==> src/rtl/term_cmd_parser_pkg.sv <==
// ---------------------------------------------------------------------------
// term_cmd_parser_pkg
//   Shared definitions for the terminal command parser: ASCII control byte
//   constants, the parser FSM state encoding and the default op_code width.
// ---------------------------------------------------------------------------
package term_cmd_parser_pkg;

    localparam logic [7:0] ASCII_CR  = 8'h0D;
    localparam logic [7:0] ASCII_LF  = 8'h0A;
    localparam logic [7:0] ASCII_SP  = 8'h20;
    localparam logic [7:0] ASCII_BS  = 8'h08;
    localparam logic [7:0] ASCII_DEL = 8'h7F;

    // Letters 'A'..'K' -> one-hot bits 0..10
    localparam int N_OPS_DEFAULT = 11;

    typedef enum logic [2:0] {
        ST_IDLE   = 3'd0,  // waiting for the command letter
        ST_OP     = 3'd1,  // letter seen
        ST_SP     = 3'd2,  // letter + space seen, a hex digit must follow
        ST_HEX2   = 3'd3,  // one hex digit held in hi
        ST_WAIT_T = 3'd4,  // two hex digits held, only a terminator is legal
        ST_FLUSH  = 3'd5   // line is malformed, discard up to the terminator
    } state_t;

endpackage

==> src/rtl/term_cmd_parser_if.sv <==
// ---------------------------------------------------------------------------
// term_cmd_parser_if
//   Byte streams around the parser.
//   rx_*   : received byte stream, rx_valid is a 1-cycle strobe, no backpressure.
//   echo_* : echo byte channel. A byte moves on a rising clock edge where
//            echo_valid & echo_ready are both 1; echo_data is stable while
//            echo_valid=1 and echo_ready=0. echo_drop is a 1-cycle pulse
//            reporting an rx byte that could not be echoed.
//   master : terminal / TX side (drives rx, echo_ready)
//   slave  : parser side
// ---------------------------------------------------------------------------
interface term_cmd_parser_if;

    logic       rx_valid;
    logic [7:0] rx_data;
    logic       echo_valid;
    logic [7:0] echo_data;
    logic       echo_ready;
    logic       echo_drop;

    modport master (
        output rx_valid, rx_data, echo_ready,
        input  echo_valid, echo_data, echo_drop
    );

    modport slave (
        input  rx_valid, rx_data, echo_ready,
        output echo_valid, echo_data, echo_drop
    );

endinterface

==> src/rtl/term_cmd_parser_classify.sv <==
// ---------------------------------------------------------------------------
// ascii_classify
//   Purely combinational classification of one received byte.
//   i_data         : received ASCII byte
//   o_is_hex       : byte is 0-9 / A-F / a-f
//   o_nibble       : value of the hex digit (0 when not hex)
//   o_is_op_letter : byte is a command letter whose index is below N_OPS
//   o_op_idx       : letter index, 'A'/'a' -> 0 (0 when not a command letter)
//   o_is_term      : CR or LF
//   o_is_bs        : backspace or DEL
// ---------------------------------------------------------------------------
module ascii_classify
    import term_cmd_parser_pkg::*;
#(
    parameter int N_OPS = N_OPS_DEFAULT
) (
    input  logic [7:0] i_data,
    output logic       o_is_hex,
    output logic [3:0] o_nibble,
    output logic       o_is_op_letter,
    output logic [3:0] o_op_idx,
    output logic       o_is_term,
    output logic       o_is_bs
);

    logic [7:0] w_upper;
    logic [7:0] w_off;
    logic       w_is_letter;

    always_comb begin
        // Fold lower case onto upper case so one range check serves both
        w_upper = ((i_data >= 8'h61) && (i_data <= 8'h7A)) ? (i_data - 8'h20) : i_data;
        w_off       = w_upper - 8'h41;
        w_is_letter = (w_upper >= 8'h41) && (w_upper <= 8'h5A);

        o_is_hex = 1'b0;
        o_nibble = 4'h0;
        if ((i_data >= 8'h30) && (i_data <= 8'h39)) begin
            o_is_hex = 1'b1;
            o_nibble = i_data[3:0];
        end else if ((w_upper >= 8'h41) && (w_upper <= 8'h46)) begin
            // 'A' is 0x41, so the low nibble plus 9 gives 10..15
            o_is_hex = 1'b1;
            o_nibble = w_upper[3:0] + 4'd9;
        end

        o_is_op_letter = w_is_letter && (w_off < 8'(N_OPS));
        o_op_idx       = o_is_op_letter ? w_off[3:0] : 4'd0;
        o_is_term      = (i_data == ASCII_CR) || (i_data == ASCII_LF);
        o_is_bs        = (i_data == ASCII_BS) || (i_data == ASCII_DEL);
    end

endmodule

==> src/rtl/term_cmd_parser.sv <==
// ---------------------------------------------------------------------------
// term_cmd_parser
//   Parses one-line terminal commands "<L>[ <h>[<h>]]<CR|LF>" from the UART RX
//   byte stream and holds the resulting one-hot op_code and operand a for the
//   VGA command stage. Optionally echoes received bytes to the TX side.
//   clk, reset  : clock, asynchronous active-high reset
//   bus         : rx byte stream and echo channel (slave modport)
//   op_code     : one-hot command, held until the next committed command
//   a           : operand, held with op_code
//   cmd_strobe  : 1-cycle pulse when op_code/a update
//   err         : 1-cycle pulse when a malformed line is terminated
//   busy        : a line is partially received
//   dbg_state   : current parser state
// ---------------------------------------------------------------------------
module term_cmd_parser
    import term_cmd_parser_pkg::*;
#(
    parameter int N_OPS   = N_OPS_DEFAULT,
    parameter bit ECHO_EN = 1'b1
) (
    input  logic                 clk,
    input  logic                 reset,
    term_cmd_parser_if.slave     bus,
    output logic [N_OPS-1:0]     op_code,
    output logic [7:0]           a,
    output logic                 cmd_strobe,
    output logic                 err,
    output logic                 busy,
    output state_t               dbg_state
);

    logic       w_is_hex;
    logic [3:0] w_nibble;
    logic       w_is_op_letter;
    logic [3:0] w_op_idx;
    logic       w_is_term;
    logic       w_is_bs;

    ascii_classify #(.N_OPS(N_OPS)) u_classify (
        .i_data         (bus.rx_data),
        .o_is_hex       (w_is_hex),
        .o_nibble       (w_nibble),
        .o_is_op_letter (w_is_op_letter),
        .o_op_idx       (w_op_idx),
        .o_is_term      (w_is_term),
        .o_is_bs        (w_is_bs)
    );

    state_t           r_state;
    logic [3:0]       r_idx;
    logic [3:0]       r_hi;
    logic [3:0]       r_lo;
    logic [N_OPS-1:0] r_op_code;
    logic [7:0]       r_a;
    logic             r_cmd_strobe;
    logic             r_err;

    state_t           w_state_nx;
    logic [3:0]       w_idx_nx;
    logic [3:0]       w_hi_nx;
    logic [3:0]       w_lo_nx;
    logic             w_commit;
    logic             w_error;
    logic [7:0]       w_operand;
    logic [N_OPS-1:0] w_onehot;

    always_ff @(posedge clk or posedge reset) begin
        if (reset) begin
            r_state <= ST_IDLE;
            r_idx   <= 4'd0;
            r_hi    <= 4'd0;
            r_lo    <= 4'd0;
        end else begin
            r_state <= w_state_nx;
            r_idx   <= w_idx_nx;
            r_hi    <= w_hi_nx;
            r_lo    <= w_lo_nx;
        end
    end

    always_comb begin
        w_state_nx = r_state;
        w_idx_nx   = r_idx;
        w_hi_nx    = r_hi;
        w_lo_nx    = r_lo;
        w_commit   = 1'b0;
        w_error    = 1'b0;
        w_operand  = 8'h00;

        if (bus.rx_valid) begin
            if (w_is_bs) begin
                // Backspace abandons the line silently from any state
                w_state_nx = ST_IDLE;
            end else begin
                unique case (r_state)
                    ST_IDLE: begin
                        if (w_is_op_letter) begin
                            w_idx_nx   = w_op_idx;
                            w_state_nx = ST_OP;
                        end else if (!w_is_term) begin
                            // Terminators here are blank lines (or the LF of CR-LF)
                            w_state_nx = ST_FLUSH;
                        end
                    end
                    ST_OP: begin
                        if (bus.rx_data == ASCII_SP) begin
                            w_state_nx = ST_SP;
                        end else if (w_is_term) begin
                            w_commit   = 1'b1;
                            w_operand  = 8'h00;
                            w_state_nx = ST_IDLE;
                        end else begin
                            w_state_nx = ST_FLUSH;
                        end
                    end
                    ST_SP: begin
                        if (w_is_hex) begin
                            w_hi_nx    = w_nibble;
                            w_state_nx = ST_HEX2;
                        end else if (w_is_term) begin
                            // A space promises an operand; ending here is malformed
                            w_error    = 1'b1;
                            w_state_nx = ST_IDLE;
                        end else begin
                            w_state_nx = ST_FLUSH;
                        end
                    end
                    ST_HEX2: begin
                        if (w_is_hex) begin
                            w_lo_nx    = w_nibble;
                            w_state_nx = ST_WAIT_T;
                        end else if (w_is_term) begin
                            w_commit   = 1'b1;
                            w_operand  = {4'h0, r_hi};
                            w_state_nx = ST_IDLE;
                        end else begin
                            w_state_nx = ST_FLUSH;
                        end
                    end
                    ST_WAIT_T: begin
                        if (w_is_term) begin
                            w_commit   = 1'b1;
                            w_operand  = {r_hi, r_lo};
                            w_state_nx = ST_IDLE;
                        end else begin
                            w_state_nx = ST_FLUSH;
                        end
                    end
                    ST_FLUSH: begin
                        if (w_is_term) begin
                            w_error    = 1'b1;
                            w_state_nx = ST_IDLE;
                        end
                    end
                    default: begin
                        w_state_nx = ST_IDLE;
                    end
                endcase
            end
        end
    end

    always_comb begin
        w_onehot        = '0;
        w_onehot[r_idx] = 1'b1;
    end

    always_ff @(posedge clk or posedge reset) begin
        if (reset) begin
            r_op_code    <= '0;
            r_a          <= 8'h00;
            r_cmd_strobe <= 1'b0;
            r_err        <= 1'b0;
        end else begin
            r_cmd_strobe <= w_commit;
            r_err        <= w_error;
            if (w_commit) begin
                r_op_code <= w_onehot;
                r_a       <= w_operand;
            end
        end
    end

    assign op_code    = r_op_code;
    assign a          = r_a;
    assign cmd_strobe = r_cmd_strobe;
    assign err        = r_err;
    assign busy       = (r_state != ST_IDLE);
    assign dbg_state  = r_state;

    // Single-entry echo register, independent of the parser
    if (ECHO_EN) begin : g_echo
        logic       r_echo_valid;
        logic [7:0] r_echo_data;
        logic       r_echo_drop;
        logic       w_drain;

        assign w_drain = r_echo_valid & bus.echo_ready;

        always_ff @(posedge clk or posedge reset) begin
            if (reset) begin
                r_echo_valid <= 1'b0;
                r_echo_data  <= 8'h00;
                r_echo_drop  <= 1'b0;
            end else begin
                r_echo_drop <= 1'b0;
                if (bus.rx_valid) begin
                    if (!r_echo_valid || w_drain) begin
                        r_echo_valid <= 1'b1;
                        r_echo_data  <= bus.rx_data;
                    end else begin
                        // Register still full: keep the held byte, report the loss
                        r_echo_drop <= 1'b1;
                    end
                end else if (w_drain) begin
                    r_echo_valid <= 1'b0;
                end
            end
        end

        assign bus.echo_valid = r_echo_valid;
        assign bus.echo_data  = r_echo_data;
        assign bus.echo_drop  = r_echo_drop;
    end else begin : g_no_echo
        assign bus.echo_valid = 1'b0;
        assign bus.echo_data  = 8'h00;
        assign bus.echo_drop  = 1'b0;
    end

endmodule

==> src/flat_wrapper.sv <==
// flat-port wrapper written by rule: the top's interface ports become plain ports
module term_cmd_parser_flat import term_cmd_parser_pkg::*;
#(
    parameter int N_OPS   = N_OPS_DEFAULT,
    parameter bit ECHO_EN = 1'b1
)
  (clk, reset, op_code, a, cmd_strobe, err, busy, dbg_state, bus_rx_valid, bus_rx_data, bus_echo_ready, bus_echo_valid, bus_echo_data, bus_echo_drop);
  term_cmd_parser_if bus_i ();
  input  logic clk;
  input  logic reset;
  output logic [N_OPS-1:0] op_code;
  output logic [7:0] a;
  output logic cmd_strobe;
  output logic err;
  output logic busy;
  output state_t dbg_state;
  input wire logic [$bits(bus_i.rx_valid)-1:0] bus_rx_valid;
  input wire logic [$bits(bus_i.rx_data)-1:0] bus_rx_data;
  input wire logic [$bits(bus_i.echo_ready)-1:0] bus_echo_ready;
  output wire logic [$bits(bus_i.echo_valid)-1:0] bus_echo_valid;
  output wire logic [$bits(bus_i.echo_data)-1:0] bus_echo_data;
  output wire logic [$bits(bus_i.echo_drop)-1:0] bus_echo_drop;
  assign bus_i.rx_valid = bus_rx_valid;
  assign bus_i.rx_data = bus_rx_data;
  assign bus_i.echo_ready = bus_echo_ready;
  assign bus_echo_valid = bus_i.echo_valid;
  assign bus_echo_data = bus_i.echo_data;
  assign bus_echo_drop = bus_i.echo_drop;
  term_cmd_parser #(.N_OPS(N_OPS), .ECHO_EN(ECHO_EN)) u_core (.clk(clk), .reset(reset), .bus(bus_i), .op_code(op_code), .a(a), .cmd_strobe(cmd_strobe), .err(err), .busy(busy), .dbg_state(dbg_state));
endmodule
==> config.mk <==
export PLATFORM = sky130hd
export DESIGN_NAME = term_cmd_parser_flat
export DESIGN_NICKNAME = d
export VERILOG_FILES = /design/src/rtl/term_cmd_parser_pkg.sv /design/src/rtl/term_cmd_parser_if.sv /design/src/rtl/term_cmd_parser_classify.sv /design/src/rtl/term_cmd_parser.sv /design/src/flat_wrapper.sv
export SDC_FILE = /design/constraint.sdc
export NUM_CORES = 1
export LEC_CHECK = 0
export ABC_AREA = 1
export CORE_ASPECT_RATIO = 0.6
export CORE_UTILIZATION = 52
export DETAILED_ROUTE_END_ITERATION = 6
export PLACE_DENSITY = 0.79
export SYNTH_ARGS = -nofsm -noshare
export SYNTH_HDL_FRONTEND = slang
export SYNTH_SLANG_ARGS = --single-unit
export TNS_END_PERCENT = 1
==> constraint.sdc <==
create_clock -name clk -period 2.05 [get_ports clk]
set_input_delay 0.3075 -clock clk [delete_from_list [all_inputs] [get_ports clk]]
set_output_delay 0.3075 -clock clk [all_outputs]
set_load 0.01 [all_outputs]
After elaboration in Yosys (flattened, before gate mapping)
Cells that the tools add are included.

storage, ports and cells
  register bits after elaboration = 46
  latch bits = 0
  RAM bits = 0
  bits in read-only memories = 0
  input port bits = 12
  output and inout port bits = 35
  word-level logic and storage cells = 94
  memories = 0

operators by class
  add/subtract/negate cells = 3
  $mul = 0
  divide/modulo/power cells = 0
  $lt $le $gt $ge = 10
  eq/ne operators = 13
  shift-type cells = 0
  multiplexer cells = 36
  bitwise operators = 2
  reductions and logical operators = 19

operators with widths
  operator                                                           count
  2-to-1 mux 8 bit                                                   5
  == test 8 x 4 -> 1 bit, second input constant                      3
  <= comparator 8 x 7 -> 1 bit, second input constant                3
  2-to-1 mux 3 bit                                                   8
  case mux 3 bit (6 select lines)                                    1
  greater-or-equal comparator 8 x 7 -> 1 bit, second input constant  2
  case mux 8 bit (2 select lines)                                    1
  2-to-1 mux 1 bit                                                   15
  2-to-1 mux 4 bit                                                   3
  AND reduction 4 bit                                                3
  == test 8 x 6 -> 1 bit, second input constant                      1
  == test 8 x 7 -> 1 bit, second input constant                      1
  greater-or-equal comparator 8 x 6 -> 1 bit, second input constant  1
  <= comparator 8 x 6 -> 1 bit, second input constant                1
  < comparator 8 x 4 -> 1 bit, second input constant                 1
  subtractor 8 x 6 -> 8 bit, second input constant                   1
  subtractor 8 x 7 -> 8 bit, second input constant                   1
  == test 3 x 2 -> 1 bit, second input constant                      2
  == test 3 bit, second input constant                               2
  logical AND 1 bit                                                  6
  < comparator 4 x 5 -> 1 bit, second input constant                 1
  adder 4 bit, second input constant                                 1
  demux 1 bit (select 4 bit)                                         1
  greater-or-equal comparator 4 x 1 -> 1 bit, second input constant  1
  15 further kinds                                                   18

Longest topological paths before layout
  depth after elaboration = 11
  mapped depth = 18
  gate-level depth less buffers = 18

Cells and area by module
A second synthesis with hierarchy kept.

second synthesis, totals
  cell total of the unflattened synthesis = 385
  area total of the unflattened synthesis = 2,829.0 um^2

modules (own cells, without submodules)
  module           instances  cells an instance  area an instance (um^2)  sequential area each (um^2)
  term_cmd_parser  1          275                2,212.1                  1,151.1
  ascii_classify   1          110                616.8                    0.0

Worst setup path after synthesis
Ideal clock, no wire load.

  path kind = in2reg
  start = in bus_rx_data[1]
  end = reg u_core.r_op_code[10], in the netlist u_core.op_code[10]
  library setup time = 0.127 ns
  arrival time = 1.808 ns
  required time = 1.923 ns
  slack = 0.114 ns
  stages on the path = 8
  buffers on the path = 1
  cells stage by stage = inv_1 -> ha_1 -> inv_1 -> o31ai_1 -> nand2_2 -> a311oi_4 -> buf_6 -> mux2_1

on the way
  cells in the longest elaborated chain, start to end = 11
  elaborated cells on any way between the ends = 26
  those cells by class = add/sub: 1; order compare: 6; eq/ne: 5; mux: 9; reduce/logical: 5

ends and longest elaborated chain
  what                                                                                               line                            text
  from (decl)                                                                                        flat_wrapper.sv:18              input wire logic [$bits(bus_i.rx_data)-1:0] bus_rx_data;
  greater-or-equal comparator 8 x 7 -> 1 bit / <= comparator 8 x 7 -> 1 bit (equally long branches)  term_cmd_parser_classify.sv:32  w_upper = ((i_data >= 8'h61) && (i_data <= 8'h7A)) ? (i_data - 8'h20) : i_data;
  logical AND 1 bit                                                                                  term_cmd_parser_classify.sv:32
  2-to-1 mux 8 bit                                                                                   term_cmd_parser_classify.sv:32
  greater-or-equal comparator 8 x 7 -> 1 bit / <= comparator 8 x 7 -> 1 bit (equally long branches)  term_cmd_parser_classify.sv:41  end else if ((w_upper >= 8'h41) && (w_upper <= 8'h46)) begin
  logical AND 1 bit                                                                                  term_cmd_parser_classify.sv:41
  2-to-1 mux 1 bit                                                                                   term_cmd_parser_classify.sv:41
  2-to-1 mux 1 bit                                                                                   term_cmd_parser_classify.sv:38  if ((i_data >= 8'h30) && (i_data <= 8'h39)) begin
  2-to-1 mux 1 bit                                                                                   n/a
  case mux 1 bit (3 select lines)                                                                    term_cmd_parser.sv:95           unique case (r_state)
  2-to-1 mux 1 bit (*)                                                                               term_cmd_parser.sv:91           if (w_is_bs) begin
  2-to-1 mux 1 bit (*)                                                                               term_cmd_parser.sv:90           if (bus.rx_valid) begin
  to (signal assigned)                                                                               term_cmd_parser.sv:178          r_op_code <= w_onehot;
  to (decl)                                                                                          term_cmd_parser.sv:53           logic [N_OPS-1:0] r_op_code;

Every way passes the cells marked *; elsewhere a longest branch is shown, timed or not.
A chain may end at the register's enable or synchronous reset.

Worst setup path after layout
  start = in bus_rx_data[1]
  end = reg u_core.r_idx[2]

on the way
  cells in the longest elaborated chain, start to end = 7
  elaborated cells on any way between the ends = 16
  those cells by class = add/sub: 2; order compare: 5; eq/ne: 2; mux: 1; bitwise: 1; reduce/logical: 5

ends and longest elaborated chain
  what                                                                                               line                                                            text
  greater-or-equal comparator 8 x 7 -> 1 bit / <= comparator 8 x 7 -> 1 bit (equally long branches)  term_cmd_parser_classify.sv:32
  logical AND 1 bit                                                                                  term_cmd_parser_classify.sv:32
  2-to-1 mux 8 bit                                                                                   term_cmd_parser_classify.sv:32
  subtractor 8 x 7 -> 8 bit (tied with other cells)                                                  term_cmd_parser_classify.sv:33                                  w_off = w_upper - 8'h41;
  < comparator 8 x 4 -> 1 bit / logical AND 1 bit (equally long branches)                            term_cmd_parser_classify.sv:47, term_cmd_parser_classify.sv:34
  logical AND 1 bit                                                                                  term_cmd_parser_classify.sv:47                                  o_is_op_letter = w_is_letter && (w_off < 8'(N_OPS));
  AND reduction 4 bit (no line)                                                                      n/a
  to (signal assigned)                                                                               term_cmd_parser.sv:75                                           r_idx <= w_idx_nx;
  to (decl)                                                                                          term_cmd_parser.sv:50                                           logic [3:0] r_idx;

Several ways; a longest one is shown, not always the timed one.

==> metrics.txt <==
GRT Overall Usage=0.264; die area=5300 um^2; design area=3670 um^2; clk_lat worst skew=0.30 ns; worst hold slack=0.342 ns; static leakage=1.79 nW; Num CTS Buffers=5; worst-margin pin slew=0.516 ns; end of the critical path=u_core.r_idx[2]; number of synthesis warnings=0; Max Used Layer=met4; period utilization=0.974; Clock Tree Buf Depth=2; relative max-transition margin=0.655; global route total overflow=0; commonest non-fill, non-tap cell in the layout=nand2_1; Final Setup Violations=0; hpwl dp=4840 um; R2R Path End=u_core.op_code[3]; Slowest cell on crit path=dlygate4sd2_1; Worst Setup SP=bus_rx_data[1]; CP cell instances=dlygate4sd2_1 -> buf_4 -> ha_1 -> nand2_1 -> nand2_2 -> nand2_4 -> nand2_4 -> a21oi_4 -> and2_4 -> nand2_4 -> nor3_4 -> buf_6 -> nor2_1 -> a31oi_1; most used cell along the critical path=nand2_4; Post-Syn Area=2600 um^2; met2 wire len=2950 um; clock-pin slew on the worst setup and hold paths=0.09 ns; Filler Cell Count=312; Bufs and invs on worst path=3; first-pass GRT wire length=10700 um; RSZ-0062 raised after global routing=true; Final GP Congestion=0.949; wire length per cell=14.6 um; initial core utilization=0.555; hold crit path type=input pin to asynchronous set/reset pin; Final Hold Fails=0; launching point of the worst reg2reg path=u_core.dbg_state[0]; Tot Pwr=2.87 mW; max-cap violations=0; Reg area=1150 um^2; detailed-route DRC error count=0; Multi-input gate area=1290 um^2; FF-to-FF setup slack=0.24 ns; status=finished, final reports clean; Synth Area per Inst=8.23 um^2; Syn Inst Count=316; ant diodes=0; DP Area=3390 um^2; crit path DAT=2.23 ns; Worst IR Drop VDD=660 uV; Tmin final=2.00 ns; initial antenna violation count=0; Critical Path RT=2.28 ns; Layout area overhead=41.1%; Fmax achieved=501 MHz; clk sinks=46; io pins=47; largest net degree at the start of global routing=47; Core Footprint=4680 um^2; Fin Clk Skew=0.00511 ns; number of vias per cell=5.43; Mapped Nets=334; Synth cell types=35; Die X=93.3 um; reg2reg path depth=7; row cnt=19; CTS tree=done; Pwr Density=782 nW/um^2; Seq/Total Area, Yosys=0.443; kind of critical path=input pin to flop; total number of vias=2556; Final Max Slew Viols=0; nets=425; drt first pass iters=5; post-route ant nets=0; worst slack, placed=-0.505 ns; largest delay contributor family on the critical path=simple AND/OR/NAND/NOR gates; vias in the first global route=2352; Finished Core Util=0.783; Worst Setup Start Kind=input pin; DRT iter0 DRCs=214; Synth Register Bits=46; Worst Setup End Kind=flop; CTS H-Tree Depth=2; max incr delay on CP=0.25 ns; Levels on crit path=14; Root Driver=clkbuf_8; Detail Route met3 WL=571 um; M1 WL=3220 um; port bufs=46; commonest cells after routing, fill and taps aside=51 x nand2_1, 47 x inv_1, 45 x dfrtp_1; share of cells above drive strength 1=0.262; Die H=56.8 um; post-route setup slack=0.0527 ns; Max FO, Critical Path=8; Routed WL=6890 um
==> synthesized netlist by cell type <==
cell type	count	area, um^2
buf_2	1	5.00
ha_1	6	75.1
o21ai_1	18	90.1
a21oi_2	2	17.5
nor2_4	2	22.5
nor2_1	16	60.1
nand3_1	20	100
o21ai_0	26	130
o31ai_1	1	7.51
clkbuf_1	2	7.51
a31oi_1	3	18.8
or2_4	1	8.76
nand2_1	60	225
inv_1	51	191
and2_4	1	8.76
inv_6	1	8.76
xor2_1	3	26.3
o22ai_1	4	25.0
nand3_4	2	35.0
a21oi_1	4	20.0
nand2_4	3	33.8
nor3_4	1	16.3
nor3_2	4	40.0
mux2_1	1	11.3
nor3_1	7	35.0
or2_2	1	6.26
buf_4	1	7.51
o211ai_1	1	7.51
nor2_8	1	20.0
nand4_1	10	62.6
nand2_2	8	50.1
buf_6	3	33.8
inv_2	4	15.0
a311oi_4	1	26.3
dfrtp_1	46	1150
==> per-stage QoR <==
step | TNS (ns) | instances
2_1_floorplan | 0 | 316
3_3_place_gp | -14.75 | 457
3_5_place_dp | -15.66 | 457
4_1_cts | 0 | 470
5_1_grt | -0.562 | 471
6_report | 0 | 471
==> flip-flops by register name (all words and copies together), names as in the netlist <==
name / count
u_core.bus.echo_data: 8
u_core.bus.echo_valid: 1
u_core.r_lo: 4
u_core.op_code: 11
u_core.bus.echo_drop: 1
u_core.cmd_strobe: 1
u_core.r_hi: 4
u_core.err: 1
u_core.dbg_state: 3
u_core.r_idx: 4
u_core.a: 8
==> logic make-up (layout without fill, tap and decap cells) <==
family	Yosys count	count (layout)	share of synthesized area
and+or+nand+nor	137	137	0.279
buffers and inverters	63	155	0.103
AOI/OAI and AO/OA	60	60	0.132
DFF	46	46	0.443
adders and majority gates	6	6	0.0289
xor gates and xnor gates	3	3	0.0101
muxes	1	1	0.00433
==> where the power goes <==
part           internal (mW)  total [mW]  switching [mW]
Clock                  0.366       0.685           0.320
Combinational          0.450       0.995           0.545
Sequential              1.06        1.19           0.132
==> layer usage <==
metal,up-vias,global-route usage
met3,25,0.0596
met2,129,0.397
met4,0,0.0725
li1,1214,-
met5,-,0
met1,1188,0.384
==> layout make-up <==
class,instances,area share
multi-input cells,207,0.351
flip-flops and latches,46,0.314
repair buffers,91,0.224
inverters,56,0.0587
well taps,63,0.0215
clock buffers,5,0.0188
clock inverters,3,0.0119
==> worst min-delay path by stage <==
stage	start	to	cells past startpoint
detailed placement	u_core.bus.echo_data[4]	u_core.bus.echo_data[4]	2
global route	reset	u_core.r_hi[1]	3
finish	reset	u_core.cmd_strobe	3
floorplan	bus_rx_valid	u_core.a[0]	2
global placement	u_core.bus.echo_data[4]	u_core.bus.echo_data[4]	2
CTS	reset	u_core.bus.echo_valid	3
==> worst reg2reg max path, delay by kind of cell, from the launching register on <==
kind | cells | cell delay (ns)
AO/OA/AOI/OAI | 2 | 0.54
buffers and inverters | 3 | 0.48
flip-flops | 1 | 0.42
AND/OR/NAND/NOR | 2 | 0.31
==> timing repair <==
item	in CTS	in global routing
setup buffers	5	1
hold buffers	0	0
pin swaps	6	12
gates resized for setup	16	31
setup endpoints to repair	35	28
(Power assumes the default switching activity.)
